## src/rtl/wd_pkg.sv

```systemverilog
// Shared types and constants for the WD sector sequencer: state encoding, error codes,
// address-mark defaults and the CRC-16/CCITT step function.
package wd_pkg;

    typedef enum logic [3:0] {
        S_IDLE,
        S_ARM,
        S_SEARCH,
        S_ID,
        S_CHECK,
        S_DMARK,
        S_DATA,
        S_DCRC,
        S_DONE
    } state_e;

    localparam logic [2:0] ERR_OK        = 3'd0;
    localparam logic [2:0] ERR_NOT_FOUND = 3'd1;
    localparam logic [2:0] ERR_NO_DMARK  = 3'd2;
    localparam logic [2:0] ERR_ID_CRC    = 3'd3;
    localparam logic [2:0] ERR_DATA_CRC  = 3'd4;

    localparam logic [7:0]  ID_VAL_DEF   = 8'h1a;
    localparam logic [7:0]  DATA_VAL_DEF = 8'hf8;
    localparam logic [15:0] CRC_POLY     = 16'h1021;
    localparam logic [15:0] CRC_INIT     = 16'hffff;

    // MSB-first CRC-16/CCITT update over one byte.
    function automatic logic [15:0] crc16_next(input logic [15:0] crc, input logic [7:0] din);
        logic [15:0] r;
        r = crc ^ {din, 8'h00};
        for (int i = 0; i < 8; i++) begin
            r = r[15] ? ((r << 1) ^ CRC_POLY) : (r << 1);
        end
        return r;
    endfunction

endpackage

```

## src/rtl/wd_crc16.sv

```systemverilog
// Byte-serial CRC-16/CCITT accumulator with synchronous clear; used by the sequencer
// only when WD_CRC_CHECK_EN is defined.
module wd_crc16
    import wd_pkg::*;
(
    input  logic        clk_50,
    input  logic        reset,
    input  logic        clr,
    input  logic        en,
    input  logic [7:0]  din,
    output logic [15:0] crc
);

    logic [15:0] crc_q, crc_d;

    always_comb begin
        crc_d = crc_q;
        if (clr) begin
            crc_d = CRC_INIT;
        end else if (en) begin
            crc_d = crc16_next(crc_q, din);
        end
    end

    always_ff @(posedge clk_50 or posedge reset) begin
        if (reset) crc_q <= CRC_INIT;
        else       crc_q <= crc_d;
    end

    assign crc = crc_q;

endmodule

```

## src/rtl/wd_sector_sequencer.sv

```systemverilog
// Finds a target CHS sector in the decoded byte stream and streams its data bytes out.
// Optional CRC verification of ID and data fields is enabled by defining WD_CRC_CHECK_EN.
module wd_sector_sequencer
    import wd_pkg::*;
#(
    parameter logic [7:0] ID_VAL       = ID_VAL_DEF,
    parameter logic [7:0] DATA_VAL     = DATA_VAL_DEF,
    parameter int         SECTOR_BYTES = 512,
    parameter int         MAX_IDS      = 16,
    parameter int         MARK_WINDOW  = 32
) (
    input  logic        clk_50,
    input  logic        reset,
    input  logic        start,
    input  logic [11:0] target_cyl,
    input  logic [3:0]  target_head,
    input  logic [7:0]  target_sector,
    input  logic [7:0]  data_buffer,
    input  logic        data_valid,
    output logic        decoder_reset_n,
    output logic        busy,
    output logic [7:0]  sector_byte,
    output logic        sector_strobe,
    output logic [7:0]  id_flags,
    output logic        done,
    output logic [2:0]  error
);

    localparam int IDW = $clog2(MAX_IDS + 1);
    localparam int WW  = $clog2(MARK_WINDOW + 1);
`ifdef WD_CRC_CHECK_EN
    localparam logic [2:0] FLD_LAST = 3'd5;
`else
    localparam logic [2:0] FLD_LAST = 3'd3;
`endif

    state_e           state_q, state_d;
    logic             valid_prev_q;
    logic [11:0]      tcyl_q, tcyl_d;
    logic [3:0]       thead_q, thead_d;
    logic [7:0]       tsec_q, tsec_d;
    logic [IDW-1:0]   id_cnt_q, id_cnt_d;
    logic [2:0]       fld_q, fld_d;
    logic [7:0]       cyl_lo_q, cyl_lo_d;
    logic [7:0]       hi_head_q, hi_head_d;
    logic [7:0]       sec_q, sec_d;
    logic [7:0]       flags_q, flags_d;
    logic [WW-1:0]    win_q, win_d;
    logic [11:0]      byte_cnt_q, byte_cnt_d;
    logic [7:0]       sector_byte_q, sector_byte_d;
    logic             strobe_q, strobe_d;
    logic [7:0]       id_flags_q, id_flags_d;
    logic [2:0]       error_q, error_d;
    logic             take, id_match, id_last;

    // One take per byte window: previous cycle valid high, this cycle low.
    assign take     = valid_prev_q & ~data_valid;
    assign id_match = ({hi_head_q[7:4], cyl_lo_q} == tcyl_q) &&
                      (hi_head_q[3:0] == thead_q) && (sec_q == tsec_q);
    assign id_last  = (id_cnt_q >= IDW'(MAX_IDS - 1));

`ifdef WD_CRC_CHECK_EN
    logic [15:0] crc_val, crc_rx_q, crc_rx_d;
    logic        crc_clr, crc_en;

    assign crc_clr = (state_q == S_ARM) || (state_q == S_CHECK);
    assign crc_en  = take && (((state_q == S_SEARCH) && (data_buffer == ID_VAL)) ||
                              ((state_q == S_ID) && (fld_q < 3'd4)) ||
                              ((state_q == S_DMARK) && (data_buffer == DATA_VAL)) ||
                              (state_q == S_DATA));

    wd_crc16 u_crc (
        .clk_50 (clk_50),
        .reset  (reset),
        .clr    (crc_clr),
        .en     (crc_en),
        .din    (data_buffer),
        .crc    (crc_val)
    );
`endif

    // NOTE: every signal gets its hold value first so no path through the case infers a latch.
    always_comb begin
        state_d       = state_q;
        tcyl_d        = tcyl_q;
        thead_d       = thead_q;
        tsec_d        = tsec_q;
        id_cnt_d      = id_cnt_q;
        fld_d         = fld_q;
        cyl_lo_d      = cyl_lo_q;
        hi_head_d     = hi_head_q;
        sec_d         = sec_q;
        flags_d       = flags_q;
        win_d         = win_q;
        byte_cnt_d    = byte_cnt_q;
        sector_byte_d = sector_byte_q;
        strobe_d      = 1'b0;
        id_flags_d    = id_flags_q;
        error_d       = error_q;
`ifdef WD_CRC_CHECK_EN
        crc_rx_d      = crc_rx_q;
`endif
        case (state_q)
            S_IDLE: begin
                if (start) begin
                    tcyl_d   = target_cyl;
                    thead_d  = target_head;
                    tsec_d   = target_sector;
                    error_d  = ERR_OK;
                    id_cnt_d = '0;
                    state_d  = S_ARM;
                end
            end
            S_ARM: begin
                fld_d   = '0;
                state_d = S_SEARCH;
            end
            S_SEARCH: begin
                if (take) begin
                    if (data_buffer == ID_VAL) begin
                        state_d = S_ID;
                    end else if (id_last) begin
                        error_d = ERR_NOT_FOUND;
                        state_d = S_DONE;
                    end else begin
                        id_cnt_d = id_cnt_q + 1'b1;
                        state_d  = S_ARM;
                    end
                end
            end
            S_ID: begin
                if (take) begin
                    case (fld_q)
                        3'd0:    cyl_lo_d  = data_buffer;
                        3'd1:    hi_head_d = data_buffer;
                        3'd2:    sec_d     = data_buffer;
                        3'd3:    flags_d   = data_buffer;
`ifdef WD_CRC_CHECK_EN
                        default: crc_rx_d  = {crc_rx_q[7:0], data_buffer};
`else
                        default: ;
`endif
                    endcase
                    fld_d = fld_q + 1'b1;
                    if (fld_q == FLD_LAST) state_d = S_CHECK;
                end
            end
            S_CHECK: begin
`ifdef WD_CRC_CHECK_EN
                if (crc_rx_q != crc_val) begin
                    error_d = ERR_ID_CRC;
                    state_d = S_DONE;
                end else
`endif
                if (id_match) begin
                    id_flags_d = flags_q;
                    win_d      = '0;
                    state_d    = S_DMARK;
                end else if (id_last) begin
                    error_d = ERR_NOT_FOUND;
                    state_d = S_DONE;
                end else begin
                    id_cnt_d = id_cnt_q + 1'b1;
                    state_d  = S_ARM;
                end
            end
            S_DMARK: begin
                if (take) begin
                    if (data_buffer == DATA_VAL) begin
                        byte_cnt_d = '0;
                        state_d    = S_DATA;
                    end else if (win_q >= WW'(MARK_WINDOW - 1)) begin
                        error_d = ERR_NO_DMARK;
                        state_d = S_DONE;
                    end else begin
                        win_d = win_q + 1'b1;
                    end
                end
            end
            S_DATA: begin
                if (take) begin
                    sector_byte_d = data_buffer;
                    strobe_d      = 1'b1;
                    byte_cnt_d    = byte_cnt_q + 1'b1;
                    if (byte_cnt_q == 12'(SECTOR_BYTES - 1)) begin
`ifdef WD_CRC_CHECK_EN
                        fld_d   = '0;
                        state_d = S_DCRC;
`else
                        state_d = S_DONE;
`endif
                    end
                end
            end
`ifdef WD_CRC_CHECK_EN
            S_DCRC: begin
                if (take) begin
                    crc_rx_d = {crc_rx_q[7:0], data_buffer};
                    fld_d    = fld_q + 1'b1;
                    if (fld_q == 3'd1) begin
                        if ({crc_rx_q[7:0], data_buffer} != crc_val) error_d = ERR_DATA_CRC;
                        state_d = S_DONE;
                    end
                end
            end
`endif
            S_DONE:  state_d = S_IDLE;
            default: state_d = S_IDLE;
        endcase
    end

    // NOTE: state registers use non-blocking assignments so all flops update from pre-edge values.
    always_ff @(posedge clk_50 or posedge reset) begin
        if (reset) begin
            state_q       <= S_IDLE;
            valid_prev_q  <= 1'b0;
            tcyl_q        <= '0;
            thead_q       <= '0;
            tsec_q        <= '0;
            id_cnt_q      <= '0;
            fld_q         <= '0;
            cyl_lo_q      <= '0;
            hi_head_q     <= '0;
            sec_q         <= '0;
            flags_q       <= '0;
            win_q         <= '0;
            byte_cnt_q    <= '0;
            sector_byte_q <= '0;
            strobe_q      <= 1'b0;
            id_flags_q    <= '0;
            error_q       <= ERR_OK;
`ifdef WD_CRC_CHECK_EN
            crc_rx_q      <= '0;
`endif
        end else begin
            state_q       <= state_d;
            valid_prev_q  <= data_valid;
            tcyl_q        <= tcyl_d;
            thead_q       <= thead_d;
            tsec_q        <= tsec_d;
            id_cnt_q      <= id_cnt_d;
            fld_q         <= fld_d;
            cyl_lo_q      <= cyl_lo_d;
            hi_head_q     <= hi_head_d;
            sec_q         <= sec_d;
            flags_q       <= flags_d;
            win_q         <= win_d;
            byte_cnt_q    <= byte_cnt_d;
            sector_byte_q <= sector_byte_d;
            strobe_q      <= strobe_d;
            id_flags_q    <= id_flags_d;
            error_q       <= error_d;
`ifdef WD_CRC_CHECK_EN
            crc_rx_q      <= crc_rx_d;
`endif
        end
    end

    assign decoder_reset_n = (state_q != S_ARM);
    assign busy            = (state_q != S_IDLE) && (state_q != S_DONE);
    assign done            = (state_q == S_DONE);
    assign sector_byte     = sector_byte_q;
    assign sector_strobe   = strobe_q;
    assign id_flags        = id_flags_q;
    assign error           = error_q;

endmodule

```

## config.mk

```make
export PLATFORM = sky130hd
export DESIGN_NAME = wd_sector_sequencer
export DESIGN_NICKNAME = d
export VERILOG_FILES = /design/src/rtl/wd_pkg.sv /design/src/rtl/wd_crc16.sv /design/src/rtl/wd_sector_sequencer.sv
export SDC_FILE = /design/constraint.sdc
export NUM_CORES = 1
export LEC_CHECK = 0
export ABC_AREA = 1
export CAP_MARGIN = 25
export CORE_UTILIZATION = 35
export DETAILED_ROUTE_END_ITERATION = 10
export PLACE_DENSITY = 0.64
export SLEW_MARGIN = 0
export SYNTH_ARGS = -nofsm -noshare
export SYNTH_HDL_FRONTEND = slang
export SYNTH_SLANG_ARGS = --single-unit
```

## constraint.sdc

```tcl
create_clock -name clk_50 -period 5.47 [get_ports clk_50]
set_clock_uncertainty 0.05 [all_clocks]
set_input_delay 0.547 -clock clk_50 [delete_from_list [all_inputs] [get_ports clk_50]]
set_output_delay 0.547 -clock clk_50 [all_outputs]
set_load 0.005 [all_outputs]
```

==> results of run 1 <==
-- power by group --
part / switching (mW) / internal [mW] / leakage, nW
logic: 0.456 / 0.416 / 1.25
registers: 0.159 / 0.983 / 1.40
clock network: 0.275 / 0.379 / 0.145
total: 0.890 / 1.78 / 2.80
-- registers in the layout, summed over array words and instances, names as in the netlist, 5 cells and up --
signal / count
byte_cnt_q: 12
tcyl_q: 12
cyl_lo_q: 8
flags_q: 8
hi_head_q: 8
id_flags: 8
sec_q: 8
sector_byte: 8
tsec_q: 8
win_q: 6
id_cnt_q: 5
-- layout make-up --
cell class              instances  area (um2)  share of cell area, %
clock buffers                  12         256                   4.09
clock inverters                 4        50.0                  0.797
inverters                      58         220                   3.51
multi-input cells             412        2270                   36.2
flip-flops and latches        106        2650                   42.3
well taps                     184         230                   3.67
repair buffers                 59         593                   9.45
-- how the worst min path moves through the flow --
| stage | cells after the start | to | slack [ps] | start |
|---|---|---|---|---|
| finish | 2 | win_q[3]$_DFFE_PP0P_ | 430 | win_q[3]$_DFFE_PP0P_ |
| detailed placement | 2 | win_q[3]$_DFFE_PP0P_ | 420 | win_q[3]$_DFFE_PP0P_ |
| global placement | 2 | win_q[3]$_DFFE_PP0P_ | 410 | win_q[3]$_DFFE_PP0P_ |
| CTS | 2 | win_q[3]$_DFFE_PP0P_ | 430 | win_q[3]$_DFFE_PP0P_ |
| global route | 2 | sector_byte[2]$_DFFE_PP0P_ | 460 | sector_byte[2]$_DFFE_PP0P_ |
| floorplan | 2 | id_cnt_q[3]$_DFFE_PP0P_ | 390 | id_cnt_q[3]$_DFFE_PP0P_ |
-- metrics by stage --
step	util [%]	hold slack, ps	instance area [um2]	instances	setup slack (ps)
floorplan	-	392	5220	590	2080
global placement	41.0	408	5960	818	2890
global route	43.2	465	6280	835	2730
detailed placement	41.1	417	5970	819	2870
CTS	43.2	433	6280	835	2830
finish	43.2	434	6280	835	2840
-- critical path: cells and delay by family, from the launching register on --
kind	cells	cell delay (ps)
buffers and inverters	2	600
flip-flops	1	490
AND/OR/NAND/NOR	3	610
-- synthesized netlist by cell type (7+ instances only) --
library cell	number	area, um2
a21oi_1	10	50.1
nor2_1	36	135
mux2_2	18	203
ha_1	9	113
nand4_1	15	93.8
o21ai_2	9	78.8
nand2_1	169	634
dfrtp_1	106	2650
clkbuf_1	7	26.3
inv_1	52	195
xor2_1	13	114
o21ai_0	50	250
xnor2_1	15	131
nand3_1	26	130
-- layer usage --
metal | share of wire [%] | routed length (um) | vias to the layer above
met5 | 0 | 0 | -
met4 | 1.5 | 167 | 0
met3 | 4.8 | 538 | 13
met2 | 49 | 5500 | 98
met1 | 44 | 4900 | 1960
li1 | - | - | 2016
-- cell families after synthesis --
logic type | after synthesis
AND/OR/NAND/NOR | 274
adder cells (fa/ha/maj) | 9
XOR/XNOR | 28
AO/OA/AOI/OAI | 82
flip-flops | 106
buffers and inverters | 72
other | 1
multiplexers | 18
==> impl_metrics.csv, run 1 <==
group,metric,value,unit
synth,ys_ff_latch,106,
die,fp.dieW,124,um
timing,drv_slew,0,
synth,avgSynthCellArea,8.85,um2
synth,yosysWarningCount,0,
cts,cts_sinks,106,
final_layout,fin_nets,691,
outcome,status,"finished, final reports clean",
final_layout,layout_common_cells,"nand2_1 (169), dfrtp_1 (106), clkdlybuf4s50_1 (57), inv_1 (51), o21ai_0 (50)",
drt,avgViaCountPerCell,4.89,
final_layout,syn_to_final_growth,20.2,%
die,core.rowCount,44,
grt,grtUsageMet2,26.2,%
final_layout,final_common_cell,"nand2_1",
timing,tns,0,ps
setup_path,critPathSlowestCell,"clkdlybuf4s50_1",
synth,synthesis.area,0.00522,mm2
power_and_ir_drop,leakagePower,2.80,nW
synth,synth.yosys.seq_area_share,50.8,%
cts,cts_buffer_depth,2,
final_layout,n_fill_cell,1461,
run,drv_cap,0,
synth,yosys.area_share.simple,23.1,%
die,start_util,35.9,%
synth,synthAdderAreaFrac,2.16,%
synth,synth-xor-area-share,4.69,%
cts,cts_setup_buffers,0,
setup_path,crit_type,"reg2out",
cts,cts_tree,"yes",
grt,grt_util_all_layers,15.5,%
setup_path,rr_endpoint,"id_cnt_q[4]$_DFFE_PP0P_",
grt,grt_max_degree,68,
final_layout,drive_gt1_share,11.4,%
power_and_ir_drop,finalPower,2.67,mW
setup_path,r2r_slack,3300,ps
die,die_h,124,um
setup_path,cp.arrival,2030,ps
setup_path,r2r_start,"id_cnt_q[0]$_DFFE_PP0P_",
setup_path,end_kind,"output pin",
final_layout,n_antenna_cell,0,
setup_path,cp-startpoint,"state_q[0]$_DFFE_PP0P_",
timing,fmaxAchievable,380,MHz
die,ioPinCount,59,
grt,grt_pass1_vias,3876,
die,dieArea,0.0154,mm2
drt,first_pass_iters,5,
setup_path,ff2ff_path_depth,10,
grt,use_met3,3.21,%
die,coreArea,0.0145,mm2
place,portBuffers,57,
cts,cts_resized,0,
synth,synth-compound-area-share,9.65,%
grt,grt_most_used_layer,"met2",
setup_path,crit_path_frequent_cell,"nor2_1",
synth,synth_top_family_by_area,"simple AND/OR/NAND/NOR gates",
drt,ant_nets,0,
synth,synth_edf_count,0,
cts,clk_latency,340,ps
drt,routedWlPerCell,13.3,um
place,gp_congestion,0.821,
timing,worst_pin_slew,818,ps
cts,numCtsBuffers,9,
synth,yosysUniqueCellTypes,33,
setup_path,startpoint_type,"register",
cts,clkSlewWorstSetupHoldPaths,60,ps
setup_path,endpoint,"done",
setup_path,slowest_delay,510,ps
grt,antenna_found_initial,0,
synth,syn_inst,590,
grt,overflow,0,
timing,relSlewSlack,45.4,%
power_and_ir_drop,powerDensity,425,mW/mm2
setup_path,required,4870,ps
synth,syn_nets,635,
synth,synth_ff_type,"dfrtp_1",
timing,finalSetupViolations,0,
drt,vias,4087,
drt,drc,0,
drt,drt-initial-drc-count,190,
grt,grt_pass1_wl,18.4,mm
cts,root_buffer,"clkbuf_16",
synth,async_flop_share,100,%
grt,grt.met1_usage,19.7,%
power_and_ir_drop,peakVddDrop,203,uV
drt,wl,11.1,mm
place,hpwl,8.22,mm
cts,htree_levels,3,
cts,ctsHoldBuffers,0,
hold_path,min_path_type,"reg2reg",
setup_path,crit_chain,"nor2_1, inv_1, or2_2, nor2_1, clkdlybuf4s50_1",
timing,hold_viol,0,
timing,period_share,48.1,%
synth,synthMuxAreaShare,3.88,%
setup_path,crit_fanout,7,
timing,rsz0062_at_grt,"no",
timing,finalCriticalPeriod,2630,ps
No activity file was read; power rests on OpenSTA's default activity.
==> inputs of run 2 (changes only) <==
- clock period: 5.47 -> 2.5 ns (I/O delays scaled with it)
==> run 2 against run 1 <==
  * Sequential share of layout area decreased by 0.68 points
  * Wire length rose by 0.95%
  * Sequential power grew 120%
  * Critical endpoint unchanged
  * Via count about the same
  * Register-to-register slack worse by 2900 ps
  * Die area unchanged
  * Combinational power rose by 120%
  * Core utilization grew 0.71 points
  * Highest routed layer unchanged
==> impl_metrics.csv, run 2 (synthesis gave the netlist of run 1 again) <==
group,metric,value,unit
outcome,status,"finished, final reports clean",
timing,drv_slew,0,
setup_path,critPathSlowestCell,"clkdlybuf4s50_1",
setup_path,crit_chain,"nor2_1, inv_1, or2_2, nor2_1, clkdlybuf4s50_1",
setup_path,crit_buf_inv,2,
setup_path,startpoint_type,"register",
final_layout,n_antenna_cell,0,
grt,grt_util_all_layers,15.9,%
place,gp_congestion,0.849,
timing,fmaxAchievable,432,MHz
power_and_ir_drop,finalPower,5.98,mW
setup_path,crit_type,"reg2out",
power_and_ir_drop,leakagePower,2.85,nW
final_layout,layout_common_cells,"nand2_1 (169), dfrtp_1 (106), clkdlybuf4s50_1 (57), inv_1 (51), o21ai_0 (50)",
die,coreArea,0.0145,mm2
final_layout,drive_gt1_share,12.5,%
drt,avgViaCountPerCell,4.85,
place,place_worst_setup_slack,274,ps
grt,antenna_found_initial,0,
setup_path,slowest_delay,510,ps
final_layout,fin_nets,698,
cts,ctsHoldBuffers,0,
power_and_ir_drop,powerDensity,937,mW/mm2
die,dieArea,0.0154,mm2
setup_path,required,2200,ps
timing,tns,0,ps
final_layout,syn_to_final_growth,22.1,%
place,hpwl,8.30,mm
cts,clkSlewWorstSetupHoldPaths,70,ps
grt,grt_max_degree,48,
drt,vias,4086,
drt,ant_nets,0,
setup_path,crit_path_frequent_cell,"nor2_1",
final_layout,reg_top3,"byte_cnt_q (12), tcyl_q (12)",
setup_path,end_kind,"output pin",
timing,fin_ws,187,ps
cts,cts_buffer_depth,2,
grt,grt_pass1_wl,18.7,mm
die,ioPinCount,59,
setup_path,crit_fanout,7,
cts,cts_setup_buffers,0,
timing,holdWs,251,ps
cts,numCtsBuffers,9,
cts,htree_levels,3,
cts,clk_latency,350,ps
final_layout,final_common_cell,"nand2_1",
timing,worst_pin_slew,573,ps
cts,cts_sinks,106,
drt,drc,0,
setup_path,cpLargestDelayFamily,"buffers and inverters",
drt,drt-initial-drc-count,185,
die,start_util,35.9,%
timing,finalCriticalPeriod,2310,ps
final_layout,n_fill_cell,1422,
power_and_ir_drop,peakVddDrop,410,uV
drt,first_pass_iters,4,
drt,wl,11.2,mm
grt,overflow,0,
timing,period_share,92.5,%
die,die_h,124,um
timing,relSlewSlack,61.7,%
die,fp.dieW,124,um
timing,hold_viol,0,
hold_path,min_path_type,"in2async",
cts,cts_tree,"yes",
cts,root_buffer,"clkbuf_16",
drt,routedWlPerCell,13.3,um
grt,grt_pass1_vias,3936,
timing,rsz0062_at_grt,"no",
place,portBuffers,57,
cts,cts_resized,0,
die,core.rowCount,44,
timing,finalSetupViolations,0,
run,drv_cap,0,
setup_path,cp.arrival,2010,ps
## run 2: cell count changes in the layout (fill, tap and decap cells not counted)
| cell | previous run | this run |
|---|---|---|
| buf_12 | 0 | 2 |
| buf_4 | 1 | 7 |
| buf_8 | 1 | 0 |
| bufinv_16 | 1 | 2 |
| clkbuf_1 | 1 | 0 |
| clkinv_2 | 1 | 0 |
| clkinv_4 | 0 | 1 |
| inv_4 | 1 | 0 |
| inv_6 | 0 | 1 |
## run 2: final cells by class
class | count | area (um2) | area share [%]
repair buffers | 66 | 663 | 10.4
inverters | 58 | 221 | 3.47
well taps | 184 | 230 | 3.61
clock inverters | 5 | 85.1 | 1.33
clock buffers | 11 | 253 | 3.96
multi-input cells | 412 | 2270 | 35.7
flip-flops and latches | 106 | 2650 | 41.6
## run 2: worst reg2reg max path, stage by stage, from the launching register on
cell      delay, ps
dfrtp_1         410
ha_1            230
nand2_1          90
nor2_1           50
ha_1            170
nor2_1           70
o21ai_0         210
a211oi_4        400
nand3_2         180
nand2_1         120
nand2_1          60
## run 2: final timing paths
| path | slack [ps] | cells past startpoint | endpoint | from |
|---|---|---|---|---|
| max in group asynchronous | 1530 | 3 | id_flags[2]$_DFFE_PP0P_ | reset |
| worst max-delay path | 190 | 5 | done | state_q[0]$_DFFE_PP0P_ |
| worst min register to register | 430 | 2 | win_q[3]$_DFFE_PP0P_ | win_q[3]$_DFFE_PP0P_ |
| min in group clk_50 | 320 | 1 | valid_prev_q$_DFF_PP0_ | data_valid |
| worst max register to register | 360 | 10 | id_cnt_q[1]$_DFFE_PP0P_ | id_cnt_q[0]$_DFFE_PP0P_ |
| worst min-delay path | 250 | 2 | valid_prev_q$_DFF_PP0_ | reset |
## run 2: layer usage
layer  up-vias  track usage [%]  wire (um)
met4         0             5.06        157
met3        12             3.66        475
met5         -                0          0
met1      1944             20.8       5180
li1       2037                -          -
met2        93             26.1       5400
## run 2: per-stage QoR
step,util (%),instances,cell area (um2)
2_1_floorplan,-,590,5230
3_3_place_gp,41.6,826,6040
3_5_place_dp,41.6,826,6040
4_1_cts,43.9,842,6380
5_1_grt,43.9,842,6380
6_report,43.9,842,6380
## run 2: power breakdown
part	switching (mW)	internal [mW]
clock	0.639	0.938
sequential	0.337	2.15
combinational	1.00	0.914
total	1.98	4.00
==> inputs of run 3 (changes only) <==
- CORE_UTILIZATION: 35 -> 45
- PLACE_DENSITY: 0.64 -> 0.76
==> run 3 against run 2 <==
  * Clock-buffer cell count unchanged
  * Combinational power about the same
  * Register-to-register slack about the same
  * Sequential share of layout area up 0.48 points
  * Final cell count down 5.2%
  * Critical endpoint unchanged
  * First-iteration DRC count up 49%
  * Critical path type unchanged
  * Core utilization up 13 points
  * Die area down 22%
==> impl_metrics.csv, run 3 (synthesis gave the netlist of run 1 again) <==
group,metric,value,unit
setup_path,crit_fanout,7,
setup_path,rr_endpoint,"id_cnt_q[1]$_DFFE_PP0P_",
grt,grt_max_degree,53,
cts,clkSlewWorstSetupHoldPaths,60,ps
timing,finalCriticalPeriod,2260,ps
drt,vias,4130,
grt,grt_util_all_layers,20.8,%
cts,cts_sinks,106,
die,ioPinCount,59,
cts,htree_levels,3,
die,coreArea,0.0111,mm2
final_layout,reg_top3,"byte_cnt_q (12), tcyl_q (12)",
final_layout,n_antenna_cell,0,
cts,cts_resized,0,
drt,avgViaCountPerCell,5.18,
timing,drv_slew,0,
cts,numCtsBuffers,9,
power_and_ir_drop,powerDensity,942,mW/mm2
setup_path,r2r_start,"id_cnt_q[0]$_DFFE_PP0P_",
setup_path,required,2200,ps
timing,rsz0062_at_grt,"no",
timing,period_share,90.4,%
place,portBuffers,57,
timing,hold_viol,0,
final_layout,fin_nets,698,
setup_path,ff2ff_path_depth,10,
place,hpwl,8.18,mm
setup_path,crit_path_frequent_cell,"nor2_1",
run,drv_cap,0,
outcome,status,"finished, final reports clean",
drt,routedWlPerCell,13.9,um
final_layout,syn_to_final_growth,20.7,%
drt,drc,0,
setup_path,slowest_delay,500,ps
grt,grt_pass1_wl,19.1,mm
cts,cts_setup_buffers,0,
setup_path,crit_type,"reg2out",
grt,antenna_found_initial,0,
die,core.rowCount,38,
setup_path,r2r_slack,360,ps
power_and_ir_drop,leakagePower,2.84,nW
place,gp_congestion,0.849,
die,start_util,47.2,%
final_layout,layout_common_cells,"nand2_1 (169), dfrtp_1 (106), clkdlybuf4s50_1 (57), inv_1 (51), o21ai_0 (50)",
setup_path,crit_chain,"nor2_1, inv_1, or2_2, nor2_1, clkdlybuf4s50_1",
timing,finalSetupViolations,0,
die,fp.dieW,110,um
cts,cts_buffer_depth,2,
hold_path,min_path_type,"in2async",
timing,relSlewSlack,58.1,%
timing,worst_pin_slew,627,ps
drt,drt-initial-drc-count,275,
drt,wl,11.1,mm
setup_path,cp.arrival,1960,ps
die,dieArea,0.0120,mm2
final_layout,fin_util,56.9,%
timing,tns,0,ps
die,die_h,110,um
setup_path,startpoint_type,"register",
cts,clk_latency,340,ps
grt,grt_pass1_vias,4085,
setup_path,end_kind,"output pin",
power_and_ir_drop,peakVddDrop,480,uV
final_layout,final_common_cell,"nand2_1",
drt,ant_nets,0,
cts,root_buffer,"clkbuf_16",
drt,first_pass_iters,5,
final_layout,drive_gt1_share,12.3,%
timing,fmaxAchievable,442,MHz
cts,cts_tree,"yes",
grt,overflow,0,
power_and_ir_drop,finalPower,5.94,mW
cts,ctsHoldBuffers,0,
setup_path,critPathSlowestCell,"clkdlybuf4s50_1",
run 3: where the power goes:
group	internal [mW]	leakage [nW]	switching, mW
registers	2.15	1.40	0.344
clock network	0.902	0.156	0.605
logic	0.916	1.29	1.02
total	3.97	2.84	1.97
run 3: final cells by class:
type                            instances  area (um2)
Tap cell                              140         175
Multi-Input combinational cell        412        2270
Inverter                               58         221
Fill cell                             964        4770
Timing Repair Buffer                   66         663
Clock buffer                           11         243
Sequential cell                       106        2650
Clock inverter                          5        77.6
run 3: routing by layer:
metal / global-route usage [%] / up-vias / share of wire (%)
met5: 0 / - / 0
met4: 6.95 / 0 / 1.7
met3: 4.27 / 15 / 3.8
met2: 34.9 / 91 / 50
met1: 26.9 / 1991 / 44
li1: - / 2033 / -
run 3: how the worst max path moves through the flow:
stage,from,cells past startpoint,to,slack [ps]
2_1_floorplan,id_cnt_q[0]$_DFFE_PP0P_,10,id_cnt_q[0]$_DFFE_PP0P_,630
3_3_place_gp,data_buffer[4],7,byte_cnt_q[10]$_DFFE_PP0P_,440
3_5_place_dp,data_buffer[2],8,byte_cnt_q[10]$_DFFE_PP0P_,300
4_1_cts,state_q[0]$_DFFE_PP0P_,5,done,230
5_1_grt,state_q[0]$_DFFE_PP0P_,5,done,20
6_report,state_q[0]$_DFFE_PP0P_,5,done,240
run 3: stage by stage:
step / worst slack (ps) / hold WS, ps / instance area, um2 / instances
after detailed placement: 302 / 409 / 5990 / 782
after floorplan: 629 / 231 / 5230 / 590
after global routing: 23.3 / 337 / 6310 / 798
after CTS: 232 / 299 / 6310 / 798
after global placement: 440 / 413 / 5990 / 782
final: 240 / 280 / 6310 / 798
run 3: critical path, delay by kind of cell (launching register included):
family	cells	cell delay, ps
buffers and inverters	2	590
DFF	1	480
and+or+nand+nor	3	550
